[config.mk]
export PLATFORM = sky130hd
export DESIGN_NAME = screen_flusher
export DESIGN_NICKNAME = d
export VERILOG_FILES = /design/src/rtl/screen_flusher.sv
export SDC_FILE = /design/constraint.sdc
export NUM_CORES = 1
export LEC_CHECK = 0
export CAP_MARGIN = 15
export CORE_UTILIZATION = 47
export CTS_CLUSTER_DIAMETER = 100
export DETAILED_ROUTE_END_ITERATION = 7
export GPL_TIMING_DRIVEN = 1
export PLACE_DENSITY = 0.78
export SLEW_MARGIN = 10
export SYNTH_ARGS = -nofsm -noshare
export SYNTH_HDL_FRONTEND = slang
export SYNTH_SLANG_ARGS = --single-unit
[constraint.sdc]
create_clock -name clk -period 1.84 [get_ports clk]
set_input_delay 0.276 -clock clk [delete_from_list [all_inputs] [get_ports clk]]
set_output_delay 0.276 -clock clk [all_outputs]
set_load 0.01 [all_outputs]
[src/rtl/screen_flusher.sv]
// Frame scanner: walks every (x, y) of the screen, queries the renderers, and
// streams one registered pixel write per cycle to the VGA adapter.
module screen_flusher #(
    parameter int          WIDTH     = 160,
    parameter int          HEIGHT    = 120,
    parameter logic [5:0]  BG_COLOUR = 6'b000000
) (
    input  logic       clk,
    input  logic       reset,
    input  logic       start,
    output logic [7:0] flush_x,
    output logic [7:0] flush_y,
    input  logic [5:0] sprite_colour,
    input  logic       sprite_enable,
    output logic [7:0] vga_x,
    output logic [7:0] vga_y,
    output logic [5:0] vga_colour,
    output logic       vga_plot,
    output logic       busy,
    output logic       done
);

    localparam logic [7:0] LAST_X = 8'(WIDTH - 1);
    localparam logic [7:0] LAST_Y = 8'(HEIGHT - 1);

    typedef enum logic [1:0] {IDLE, SCAN, DRAIN, DONE} state_t;

    state_t     r_state;
    state_t     w_nextState;
    logic [7:0] r_flushX;
    logic [7:0] r_flushY;
    logic [7:0] w_nextX;
    logic [7:0] w_nextY;
    logic [7:0] r_vgaX;
    logic [7:0] r_vgaY;
    logic [5:0] r_vgaColour;
    logic       r_vgaPlot;

    // Coordinates return to (0,0) on the final wrap, so DRAIN/DONE/IDLE all present the origin.
    always_comb begin
        w_nextState = r_state;
        w_nextX     = r_flushX;
        w_nextY     = r_flushY;
        case (r_state)
            IDLE: begin
                w_nextX = 8'd0;
                w_nextY = 8'd0;
                if (start) begin
                    w_nextState = SCAN;
                end
            end
            SCAN: begin
                if (r_flushX == LAST_X) begin
                    w_nextX = 8'd0;
                    if (r_flushY == LAST_Y) begin
                        w_nextY     = 8'd0;
                        w_nextState = DRAIN;
                    end else begin
                        w_nextY = r_flushY + 8'd1;
                    end
                end else begin
                    w_nextX = r_flushX + 8'd1;
                end
            end
            DRAIN:   w_nextState = DONE;
            DONE:    w_nextState = IDLE;
            default: w_nextState = IDLE;
        endcase
    end

    always_ff @(posedge clk) begin
        if (reset) begin
            r_state     <= IDLE;
            r_flushX    <= 8'd0;
            r_flushY    <= 8'd0;
            r_vgaX      <= 8'd0;
            r_vgaY      <= 8'd0;
            r_vgaColour <= 6'd0;
            r_vgaPlot   <= 1'b0;
        end else begin
            r_state  <= w_nextState;
            r_flushX <= w_nextX;
            r_flushY <= w_nextY;
            // One-cycle pixel pipeline; address/colour hold when not plotting.
            if (r_state == SCAN) begin
                r_vgaX      <= r_flushX;
                r_vgaY      <= r_flushY;
                r_vgaColour <= sprite_enable ? sprite_colour : BG_COLOUR;
                r_vgaPlot   <= 1'b1;
            end else begin
                r_vgaPlot   <= 1'b0;
            end
        end
    end

    assign flush_x    = r_flushX;
    assign flush_y    = r_flushY;
    assign vga_x      = r_vgaX;
    assign vga_y      = r_vgaY;
    assign vga_colour = r_vgaColour;
    assign vga_plot   = r_vgaPlot;
    assign busy       = (r_state != IDLE);
    assign done       = (r_state == DONE);

endmodule
Word level (Yosys, flattened, before mapping)

Index checks and enable logic that the tools add are counted.

$add $sub $neg: 2
Multipliers: 0
Divide/modulo/power cells: 0
Order comparisons: 0
Equality and inequality tests: 8
Shift operators: 0
Muxes and demuxes: 11
Bitwise gates (word level): 0
Reduce and logical (&&, ||, !) cells: 5

Operators with widths:

| kind                | number |
|---|---|
| $pmux 8 s2          | 2 |
| $mux 8              | 3 |
| $add 8x1->8 const B | 2 |
| $eq 8x7->1 const B  | 1 |
| $eq 8x8->1 const B  | 1 |
| $pmux 2 s4          | 1 |
| $mux 2              | 3 |
| $mux 6              | 1 |
| $ne 2x2->1 const B  | 3 |
| $eq 2x2->1 const B  | 2 |
| $reduce_bool 2->1   | 2 |
| $reduce_and 3->1    | 1 |
| $eq 2x1->1 const B  | 1 |
| $logic_not 2->1     | 1 |
| $reduce_and 2->1    | 1 |
| $mux 1              | 1 |

Register bits: 41
Latch bits: 0
Memory bits (writable): 0
Memory bits (read-only): 0
Input bits: 10
Output and inout bits: 41
Logic and storage cells: 33
Memories kept: 0

Longest topological paths before layout

Depth after elaboration: 4
Mapped depth: 8
Depth with buffers taken out: 6

Least setup slack after synthesis

Ideal clock, no wire load.

Kind: register to register
Start point: register r_flushY[0] (netlist: flush_y[0])
End point: register r_state[0]
Library setup time: 86 ps
Data arrival time: 1670 ps
Required time: 1754 ps
Slack: 84 ps
Cell stages (with the launch flop): 7
Buffers on the path: 1
Clock period less this slack: 1756 ps
Path through: dfxtp_1 ha_1 nand2_1 o41a_1 buf_6 a221o_1 a211oi_1

Longest elaborated chain between the ends: 3

Ends and longest elaborated chain:

| item                       | line | source |
|---|---|---|
| start, declared            | 31   | `logic [7:0] r_flushY;` |
| start signal, assigned     | 83   | `r_flushY <= w_nextY;` |
| $eq 8x7->1                 | 55   | `if (r_flushY == LAST_Y) begin` |
| $ne 2x2->1 (no line)       | -    |  |
| $reduce_and 3->1 (no line) | -    |  |
| end signal, assigned       | 81   | `r_state <= w_nextState;` |
| end, declared              | 28   | `state_t r_state;` |

No other way between the ends.
A chain may end at the register's enable or synchronous reset.

Final worst setup path

Ends and elaborated chain as after synthesis.

==> flow_summary_export.csv <==
group,metric,value,unit
status,status,"finished clean",
routing,viasPerCell,5.41,
placed_design,post-dp-hpwl,3020,µm
grt,grt_use_total,22.4,%
setup_path,r2r-end,"r_state[0]",
sta,finalClockSkew,0.00472,ns
routing,wl_per_cell,13.6,µm
min_path,hold_end,"vga_y[6]",
grt,antenna_found_initial,0,
pwr,powerDensity,1190,nW/µm²
logic_synthesis,yosysSeqAreaShare,44.3,%
clock_tree,cts_tree,"yes",
sta,hold_ws,0.495,ns
routing,wirelength,4440,µm
clock_tree,path_clk_slew,0.07,ns
cells_and_area,nets,293,
placed_design,dpl_cell_area,2530,µm²
min_path,hold_depth,2,
sta,hold_viol_final,0,
logic_synthesis,syn-num-nets,223,
sta,finalSetupTns,0,ns
min_path,hold_path_class,"register to register",
routing,dr.pass1.iters,4,
setup_path,critPathMaxStageDelay,0.52,ns
cells_and_area,fill_cells,305,
cells_and_area,final_core_util,72.4,%
logic_synthesis,synthFlopType,"dfxtp_1",
setup_path,path_cells,"ha_4 -> nand2_1 -> o41a_1 -> a2111oi_1 -> a211oi_1",
setup_path,endpoint_kind,"register",
logic_synthesis,ys_async_sr_fraction,0,%
setup_path,r2r_slack,0.04,ns
logic_synthesis,yosysWarningCount,0,
grt,grt_pass1_vias,1554,
min_path,worstHoldStart,"vga_y[6]",
pwr,vdd_drop_max,0.734,mV
clock_tree,hold_buffers,0,
logic_synthesis,ys_seq_elements,41,
setup_path,cp_num_buf_inv,0,
clock_tree,cts_made_buffers,5,
setup_path,crit_family,"compound AO/OA/AOI/OAI gates",
floorplan,core-area,3720,µm²
logic_synthesis,synth_cells,207,
clock_tree,clock-root-buffer,"clkbuf_8",
grt,grt_first_pass_wirelength,7250,µm
placed_design,place_ws,0.0658,ns
floorplan,die_area,4200,µm²
grt,grt_overflow,0,
clock_tree,htree_num_levels,2,
setup_path,cp.arrival,1.96,ns
setup_path,r2r_cells,5,
cells_and_area,syn2layout_area_growth,45.2,%
grt,grt_max_degree,22,
setup_path,crit_type,"register to register",
routing,num_vias,1757,
sta,fin_ws,0.0440,ns
sta,slew_violations,0,
logic_synthesis,yosys.area.top_type_share,44.3,%
logic_synthesis,synth.area.top_cells,"dfxtp_1 (44%), mux2i_1 (9.2%), nor2_1 (5.9%)",
floorplan,boundaryPins,51,
routing,initialDrtViolationCount,95,
logic_synthesis,synth.avg_cell_area,8.95,µm²
setup_path,startpoint_type,"register",
placed_design,gp_congestion,0.822,
setup_path,required,2.00,ns
placed_design,numPortBuffers,50,
clock_tree,clkLatencyLatePin,0.29,ns
cells_and_area,drive_above_1_share,15.9,%
setup_path,rr_startpoint,"flush_y[0]",
pwr,report.power.total,3.19,mW
floorplan,fp.dieW,64.8,µm
routing,drtAntennaViolNets,0,
placed_design,dp_cells,315,
run,drv_cap,0,
logic_synthesis,yosysTopAreaCell,"dfxtp_1",
sta,min_period_over_period,97.6,%
setup_path,startpoint,"flush_y[0]",
logic_synthesis,synth_edf_count,0,
pwr,p_leak,1.02,nW
floorplan,num_rows,22,
sta,slew_headroom,73.2,%
cells_and_area,fin_cells,325,
logic_synthesis,syn_area,1850,µm²
sta,fmax,0.557,GHz
floorplan,start_util,49.8,%
routing,drc,0,
clock_tree,clock_path_buffers,2,
logic_synthesis,yosysUniqueCellTypes,42,
cells_and_area,diodes,0,
sta,fin_crit,1.80,ns
cells_and_area,design_area,2690,µm²
floorplan,die_h,64.8,µm
sta,setup_viol,0,
clock_tree,clkSinkCount,41,
setup_path,crit_fanout,7,
sta,worst_slew_pin_slew,0.401,ns
setup_path,crit_slowest_cell,"o41a_1",
logic make-up (layout without fill, tap and decap cells):
kind of cell	after synthesis	count (layout)	synth area share, %
simple gates	77	77	21.3
flops	41	41	44.3
compound gates	39	39	14.3
buf+inv	24	94	5.47
mux	17	17	9.19
fa+ha+maj	6	6	4.05
xor+xnor	3	3	1.42
worst max-delay path by stage:
stage                            end  slack, ns  cells after the start
final                     r_state[0]       0.04                      5
after CTS                 flush_y[6]       0.03                      7
after global routing      r_state[0]     -0.003                      5
after floorplan           r_state[0]       0.08                      6
after detailed placement  flush_y[6]       0.07                      7
after global placement    r_state[0]       0.14                      5
area by class of cell:
type / count / area [µm²] / share of cell area (%)
clock buffer: 5 / 68.8 / 2.56
clock inverter: 2 / 35.0 / 1.30
sequential: 41 / 825 / 30.7
tap: 48 / 60.1 / 2.23
inverter: 11 / 41.3 / 1.54
timing repair buffer: 76 / 694 / 25.8
multi-input combinational: 142 / 965 / 35.9
state kept, by name (all words and copies together) (netlist names):
signal and count:
flush_x 8, vga_y 8, vga_x 8, vga_plot 1
vga_colour 6, r_state 2, flush_y 8
power by group:
part           internal, mW  switching [mW]
registers             0.974          0.0672
clock network         0.394           0.293
logic                 0.706           0.757
total                  2.07            1.12
repair_timing:
action                     CTS  global route
setup endpoints to repair    1             4
resized for setup            1            11
pin swaps                    0             1
setup buffers                0             3
cloned                       0             0
tightest hold or removal path: stages, from the launching register on:
cell,delay (ns)
dfxtp_1,0.33
mux2i_1,0.07
nor2_1,0.07
layout by cell type (no fill, tap or decap), drive strengths merged, types with 5 or more instances in the layout:
| cell | instances |
|---|---|
| clkbuf | 5 |
| a21oi | 17 |
| nor2 | 29 |
| clkdlybuf4s50 | 49 |
| nand2 | 9 |
| nand3 | 9 |
| ha | 6 |
| nor2b | 9 |
| mux2i | 17 |
| inv | 11 |
| dfxtp | 41 |
| buf | 26 |
per-layer routing:
| layer | track usage [%] | share of wire (%) |
|---|---|---|
| met1 | 29.3 | 47 |
| met2 | 35.4 | 46 |
| met3 | 5.28 | 4.7 |
| met4 | 8.33 | 1.7 |
| met5 | 0 | 0 |
Yosys cell counts (all sizes together) (2+ instances only):
| master | count |
|---|---|
| or3 | 4 |
| xnor2 | 2 |
| clkbuf | 7 |
| nor2b | 9 |
| a311oi | 2 |
| nor3b | 4 |
| and3 | 4 |
| a2111oi | 2 |
| nand3 | 9 |
| nand2 | 9 |
| nand3b | 2 |
| o211ai | 2 |
| a21oi | 17 |
| mux2i | 17 |
| buf | 6 |
| nor2 | 29 |
| o32ai | 4 |
| inv | 11 |
| dfxtp | 41 |
| ha | 6 |
| a31oi | 3 |
Power figures use the tool's default switching activity.
